--- src/rtl/cbus_rr_arbiter_pkg.sv ---
// cbus_rr_arbiter_pkg
//   Shared CBus types for the I/D-side arbiter: request/response structs,
//   burst length / transfer size encodings, arbiter FSM state and the
//   default master count. A small helper sizes grant indices safely for
//   a single-master build.
package cbus_rr_arbiter_pkg;

   localparam int CBUS_NUM_MASTERS = 2;

   // Burst length encoded as (beats - 1)
   typedef enum logic [3:0] {
      MLEN1  = 4'd0,
      MLEN2  = 4'd1,
      MLEN4  = 4'd3,
      MLEN8  = 4'd7,
      MLEN16 = 4'd15
   } cbus_len_t;

   typedef enum logic [2:0] {
      MSIZE1 = 3'd0,
      MSIZE2 = 3'd1,
      MSIZE4 = 3'd2
   } cbus_size_t;

   typedef struct packed {
      logic        valid;
      logic        is_write;
      cbus_size_t  size;
      logic [31:0] addr;
      logic [3:0]  strobe;
      logic [31:0] data;
      cbus_len_t   len;
   } cbus_req_t;

   typedef struct packed {
      logic        ready;
      logic        last;
      logic [31:0] data;
   } cbus_resp_t;

   typedef enum logic {
      ARB_IDLE = 1'b0,
      ARB_BUSY = 1'b1
   } arb_state_t;

   // Index width that never collapses to zero bits
   function automatic int idx_width(input int n);
      return (n > 1) ? $clog2(n) : 1;
   endfunction

endpackage

--- src/rtl/cbus_rr_arbiter_if.sv ---
// cbus_rr_arbiter_if
//   Bundles the arbiter's bus-side signals.
//     ireqs     : per-master CBus requests
//     iresps    : per-master CBus responses
//     oreq      : request toward memory
//     oresp     : response from memory
//     busy      : a transaction is locked
//     grant_idx : locked master index (meaningful only while busy)
//   Modports:
//     master : arbiter view (it masters the external CBus port)
//     slave  : environment view (CPU masters + memory)
interface cbus_rr_arbiter_if
   import cbus_rr_arbiter_pkg::*;
#(
   parameter int NUM_INPUTS = CBUS_NUM_MASTERS,
   parameter int IDX_W      = idx_width(NUM_INPUTS)
) ();

   cbus_req_t  [NUM_INPUTS-1:0] ireqs;
   cbus_resp_t [NUM_INPUTS-1:0] iresps;
   cbus_req_t                   oreq;
   cbus_resp_t                  oresp;
   logic                        busy;
   logic       [IDX_W-1:0]      grant_idx;

   modport master (
      input  ireqs, oresp,
      output iresps, oreq, busy, grant_idx
   );

   modport slave (
      output ireqs, oresp,
      input  iresps, oreq, busy, grant_idx
   );

endinterface

--- src/rtl/cbus_rr_arbiter_rr_picker.sv ---
// rr_picker
//   Combinational rotate-and-priority-encode. Scans the valid vector
//   starting at ptr, wrapping modulo NUM_INPUTS; the first set bit wins.
//     valid  : request valid per master
//     ptr    : scan start index (must be < NUM_INPUTS)
//     winner : selected index (0 when none valid)
//     any    : at least one valid request
module rr_picker
   import cbus_rr_arbiter_pkg::*;
#(
   parameter int NUM_INPUTS = CBUS_NUM_MASTERS,
   parameter int IDX_W      = idx_width(NUM_INPUTS)
) (
   input  logic [NUM_INPUTS-1:0] valid,
   input  logic [IDX_W-1:0]      ptr,
   output logic [IDX_W-1:0]      winner,
   output logic                  any
);

   logic [IDX_W:0] pos;

   always_comb begin
      winner = '0;
      any    = 1'b0;
      pos    = '0;
      for (int i = 0; i < NUM_INPUTS; i++) begin
         // one extra bit keeps ptr+i from overflowing before the wrap
         pos = {1'b0, ptr} + (IDX_W+1)'(i);
         if (pos >= (IDX_W+1)'(NUM_INPUTS))
            pos = pos - (IDX_W+1)'(NUM_INPUTS);
         if (!any && valid[pos[IDX_W-1:0]]) begin
            any    = 1'b1;
            winner = pos[IDX_W-1:0];
         end
      end
   end

endmodule

--- src/rtl/cbus_rr_arbiter.sv ---
// cbus_rr_arbiter
//   Locks one CBus master onto the external port from grant until the
//   final acknowledged beat, then returns to IDLE (one bubble cycle
//   between transactions). While BUSY, oreq/iresps are pure
//   combinational pass-through of the locked master.
//   Ports:
//     clk   : system clock
//     reset : asynchronous active-high reset
//     bus   : cbus_rr_arbiter_if.master (ireqs, iresps, oreq, oresp,
//             busy, grant_idx)
//   Build option:
//     CBUS_ARB_RR_EN : defined -> round-robin scan starting after the
//                      last served master; undefined -> fixed priority,
//                      lowest index wins.
module cbus_rr_arbiter
   import cbus_rr_arbiter_pkg::*;
#(
   parameter int NUM_INPUTS = CBUS_NUM_MASTERS,
   parameter int IDX_W      = idx_width(NUM_INPUTS)
) (
   input logic                clk,
   input logic                reset,
   cbus_rr_arbiter_if.master  bus
);

   arb_state_t             state_q, state_d;
   logic [IDX_W-1:0]       sel_q, sel_d;
   logic [IDX_W-1:0]       scan_ptr;
   logic [IDX_W-1:0]       winner;
   logic                   any;
   logic [NUM_INPUTS-1:0]  valid_vec;
   logic                   done;

   for (genvar g = 0; g < NUM_INPUTS; g++) begin : g_valid
      assign valid_vec[g] = bus.ireqs[g].valid;
   end

   assign done = bus.oresp.ready && bus.oresp.last;

`ifdef CBUS_ARB_RR_EN
   logic [IDX_W-1:0] ptr_q, ptr_d;

   // next scan starts just past the master that finished
   always_comb begin
      ptr_d = ptr_q;
      if (state_q == ARB_BUSY && done)
         ptr_d = (sel_q == IDX_W'(NUM_INPUTS-1)) ? '0 : sel_q + 1'b1;
   end

   always_ff @(posedge clk or posedge reset) begin
      if (reset) ptr_q <= '0;
      else       ptr_q <= ptr_d;
   end

   assign scan_ptr = ptr_q;
`else
   assign scan_ptr = '0;
`endif

   rr_picker #(
      .NUM_INPUTS (NUM_INPUTS),
      .IDX_W      (IDX_W)
   ) u_picker (
      .valid  (valid_vec),
      .ptr    (scan_ptr),
      .winner (winner),
      .any    (any)
   );

   always_ff @(posedge clk or posedge reset) begin
      if (reset) begin
         state_q <= ARB_IDLE;
         sel_q   <= '0;
      end else begin
         state_q <= state_d;
         sel_q   <= sel_d;
      end
   end

   always_comb begin
      state_d    = state_q;
      sel_d      = sel_q;
      bus.oreq   = '0;
      bus.iresps = '0;
      case (state_q)
         ARB_IDLE: begin
            if (any) begin
               sel_d   = winner;
               state_d = ARB_BUSY;
            end
         end
         ARB_BUSY: begin
            // lock holds until last even if the master drops valid
            bus.oreq          = bus.ireqs[sel_q];
            bus.iresps[sel_q] = bus.oresp;
            if (done)
               state_d = ARB_IDLE;
         end
      endcase
   end

   assign bus.busy      = (state_q == ARB_BUSY);
   assign bus.grant_idx = sel_q;

`ifndef SYNTHESIS
   // locked master must keep valid up until its final beat
   a_lock_valid: assert property (@(posedge clk) disable iff (reset)
      (state_q == ARB_BUSY) |-> bus.ireqs[sel_q].valid);
`endif

endmodule

--- src/flat_wrapper.sv ---
// flat-port wrapper written by rule: the top's interface ports become plain ports
module cbus_rr_arbiter_flat import cbus_rr_arbiter_pkg::*;
#(
   parameter int NUM_INPUTS = CBUS_NUM_MASTERS,
   parameter int IDX_W      = idx_width(NUM_INPUTS)
)
  (clk, reset, bus_ireqs, bus_oresp, bus_iresps, bus_oreq, bus_busy, bus_grant_idx);
  cbus_rr_arbiter_if #(.NUM_INPUTS(NUM_INPUTS), .IDX_W(IDX_W)) bus_i ();
  input logic clk;
  input logic reset;
  input wire logic [$bits(bus_i.ireqs)-1:0] bus_ireqs;
  input wire logic [$bits(bus_i.oresp)-1:0] bus_oresp;
  output wire logic [$bits(bus_i.iresps)-1:0] bus_iresps;
  output wire logic [$bits(bus_i.oreq)-1:0] bus_oreq;
  output wire logic [$bits(bus_i.busy)-1:0] bus_busy;
  output wire logic [$bits(bus_i.grant_idx)-1:0] bus_grant_idx;
  assign bus_i.ireqs = bus_ireqs;
  assign bus_i.oresp = bus_oresp;
  assign bus_iresps = bus_i.iresps;
  assign bus_oreq = bus_i.oreq;
  assign bus_busy = bus_i.busy;
  assign bus_grant_idx = bus_i.grant_idx;
  cbus_rr_arbiter #(.NUM_INPUTS(NUM_INPUTS), .IDX_W(IDX_W)) u_core (.clk(clk), .reset(reset), .bus(bus_i));
endmodule
--- config.mk ---
export PLATFORM = sky130hd
export DESIGN_NAME = cbus_rr_arbiter_flat
export DESIGN_NICKNAME = d
export VERILOG_FILES = /design/src/rtl/cbus_rr_arbiter_pkg.sv /design/src/rtl/cbus_rr_arbiter_if.sv /design/src/rtl/cbus_rr_arbiter_rr_picker.sv /design/src/rtl/cbus_rr_arbiter.sv /design/src/flat_wrapper.sv
export SDC_FILE = /design/constraint.sdc
export NUM_CORES = 1
export LEC_CHECK = 0
export CORE_AREA = 2 2 130 132
export DETAILED_ROUTE_END_ITERATION = 10
export DIE_AREA = 0 0 132 134
export PLACE_DENSITY = 0.53
export SKIP_CTS_REPAIR_TIMING = 1
export SYNTH_ARGS = -nofsm -noshare
export SYNTH_HDL_FRONTEND = slang
export SYNTH_SLANG_ARGS = --single-unit
--- constraint.sdc ---
create_clock -name clk -period 3 [get_ports clk]
set_input_delay 0.75 -clock clk [delete_from_list [all_inputs] [get_ports clk]]
set_output_delay 0.75 -clock clk [all_outputs]
set_load 0.02 [all_outputs]
==> flow_metrics.tcl, run 1 <==
set metrics [dict create \
    cp.required_ns 2.25 \
    synth.area.top_cells "mux2i_1, nor2b_1, and3_1" \
    grt_max_degree 118 \
    synth-compound-area-share_pct 0.561 \
    dp_hpwl_mm 9.17 \
    ys_ff_latch 2 \
    cts_buffers 3 \
    yosys.area.top_type_share_pct 38.4 \
    crit_type "primary input to output pin" \
    grt_pass1_vias 3248 \
    crit_path_max_fanout 1 \
    core_area_um2 16300 \
    min_period_over_period_pct 94.9 \
    antenna_found_initial 0 \
    syn2layout_area_growth_pct 177 \
    gp_congestion 0.785 \
    leakagePower_nw 2.28 \
    wirelength_mm 11.2 \
    powerDensity_nw_per_um2 376 \
    syn_nets 451 \
    tns_ns 0 \
    ioPinCount 337 \
    start_util_pct 12.3 \
    final_common_cell "clkdlybuf4s50_1" \
    cpMostUsedCell "clkdlybuf4s50_1" \
    fillers 1686 \
    cp_cell_sequence "clkdlybuf4s50_1, mux2i_1, nor2b_1, clkdlybuf4s50_1" \
    outcome "complete, no violations" \
    fin_cells 796 \
    crit_path_max_incr_delay_ns 0.64 \
    synth-simple-area-share_pct 46.7 \
    end_kind "output pin" \
    fin_nets 768 \
    clock_skew_ns 0.000886 \
    critical_path_arrival_ns 2.10 \
    grt_use_total_pct 11.4 \
    drt_iter0_drc 60 \
    drv_slew 0 \
    synthXorXnorAreaFrac_pct 0 \
    synth_area_um2 2010 \
    path_buf_inv 2 \
    max_slew_margin_pct 72.5 \
    synth_area_leader_cell "mux2i_1" \
    wl_per_cell_um 14.0 \
    final_cell_mix "clkdlybuf4s50_1, nor2b_1, mux2i_1" \
    setup_viol 0 \
    synth_fa_ha_area_share_pct 0 \
    finalHoldViolCount 0 \
    firstDrtPassIters 4 \
    synth_top_family_by_area "simple AND/OR/NAND/NOR gates" \
    clock_latency_ns 0.22 \
    yosysWarnings 0 \
    start_kind "primary input" \
    cp_top_family "buffers and inverters" \
    synth_cell_types 16 \
    yosysSeqAreaShare_pct 2.49 \
    n_antenna_cell 0 \
    die-width_um 132 \
    vias 3027 \
    grt_pass1_wl_mm 16.8 \
    numPortBuffers 336 \
    synthMuxAreaShare_pct 38.4 \
    max_freq_ghz 0.351 \
    rsz0062_at_grt "false" \
    cts_tree "yes" \
    hp-class "primary input to async pin" \
    cts_sinks 2 \
    tightest_slew_ns 0.413 \
    cp_slowest_cell "clkdlybuf4s50_1" \
    ir_drop_mv 0.391 \
    overflow 0 \
    layout_min_cycle_time_ns 2.85 \
    num_rows 47 \
    die_h_um 134 \
    die-area_um2 17700 \
    cts_root_buffer "clkbuf_16" \
    syn_inst 261 \
    maxCapViolations 0 \
    drc 0 \
    postRouteAntennaNets 0 \
    clockBufferDepth 2 \
    dp_cells 793 \
    synth.avg_cell_area_um2 7.69 \
    clk_pin_slew_ns 0.03 \
    viasPerCell 3.80 \
    layout-drive-gt1-share_pct 1.91 \
    htree_levels 1 \
]
-- power breakdown --
part           leakage, nW  internal, mW  total [mW]  switching [mW]
registers           0.0204        0.0337      0.0419         0.00814
clock network       0.0370         0.169       0.198          0.0287
logic                 2.23         0.992        1.85           0.860
total                 2.28          1.20        2.09           0.897
-- synthesized netlist by cell type --
library cell and number:
dfrtp_1 2, nor3_1 1, buf_12 6, clkbuf_2 3, and3_1 35, nor2b_4 1
buf_2 1, and2_1 33, nand2b_1 1, a31oi_1 1, buf_4 5, clkbuf_1 14
nor2b_1 78, inv_1 2, a21oi_1 1, mux2i_1 77
-- worst paths after layout --
check | cells past startpoint | startpoint | end | slack, ns
worst max-delay path | 4 | bus_ireqs[97] | bus_oreq[20] | 0.15
worst min-delay path | 2 | reset | u_core.bus.busy$_DFF_PP0_ | 0.69
worst max register to register | 3 | u_core.bus.busy$_DFF_PP0_ | u_core.bus.busy$_DFF_PP0_ | 1.92
worst min register to register | 3 | u_core.bus.busy$_DFF_PP0_ | u_core.bus.grant_idx$_DFFE_PP0P_ | 0.87
max in group asynchronous | 2 | reset | u_core.bus.grant_idx$_DFFE_PP0P_ | 2.18
min in group clk | 3 | u_core.bus.busy$_DFF_PP0_ | u_core.bus.grant_idx$_DFFE_PP0P_ | 0.87
-- routing by layer --
| layer | track usage (%) | wire (um) | up-vias |
|---|---|---|---|
| met5 | 0 | 0 | - |
| met4 | 1.63 | 76 | 0 |
| met1 | 12.4 | 4200 | 1315 |
| met3 | 3.78 | 1210 | 6 |
| met2 | 22.0 | 5670 | 200 |
| li1 | - | - | 1506 |
-- flip-flops by register name, summed over array words and instances (netlist names) --
signal / count
u_core.bus.busy: 1
u_core.bus.grant_idx: 1
-- cell type report --
class,count,area [um2],area share (%)
repair buffers,341,3440,61.7
clock buffers,3,75.1,1.35
flip-flops and latches,2,55.1,0.988
inverters,2,7.51,0.135
multi-input cells,228,1720,30.9
well taps,220,275,4.94
-- cells by family after synthesis --
| family | Yosys count |
|---|---|
| compound gates | 2 |
| buf+inv | 31 |
| flops | 2 |
| mux | 77 |
| simple gates | 149 |
-- stage by stage --
| step | instance area, um2 | util (%) | power [mW] | setup WS (ns) | hold WS [ns] |
|---|---|---|---|---|---|
| 2_1_floorplan | 2010 | - | 1.05 | 0.909 | 0.491 |
| 4_1_cts | 5570 | 34.2 | 2.12 | 0.142 | 0.689 |
| 5_1_grt | 5570 | 34.2 | 2.21 | 0.0901 | 0.712 |
| 6_report | 5570 | 34.2 | 2.09 | 0.153 | 0.691 |
| 3_3_place_gp | 5500 | 33.7 | 1.90 | 0.120 | 0.890 |
| 3_5_place_dp | 5500 | 33.7 | 1.91 | 0.159 | 0.909 |
Power figures use the tool's default switching activity.
==> run 2: changes to the inputs <==
--- a/config.mk
+++ b/config.mk
@@ -5,6 +5,7 @@
 export SDC_FILE = /design/constraint.sdc
 export NUM_CORES = 1
 export LEC_CHECK = 0
+export ABC_CLOCK_PERIOD_IN_PS = 3000
 export CORE_AREA = 2 2 130 132
 export DETAILED_ROUTE_END_ITERATION = 10
 export DIE_AREA = 0 0 132 134
==> results of run 2 <==
Same layout as run 1: the final DEF is identical, and so are final timing and power.
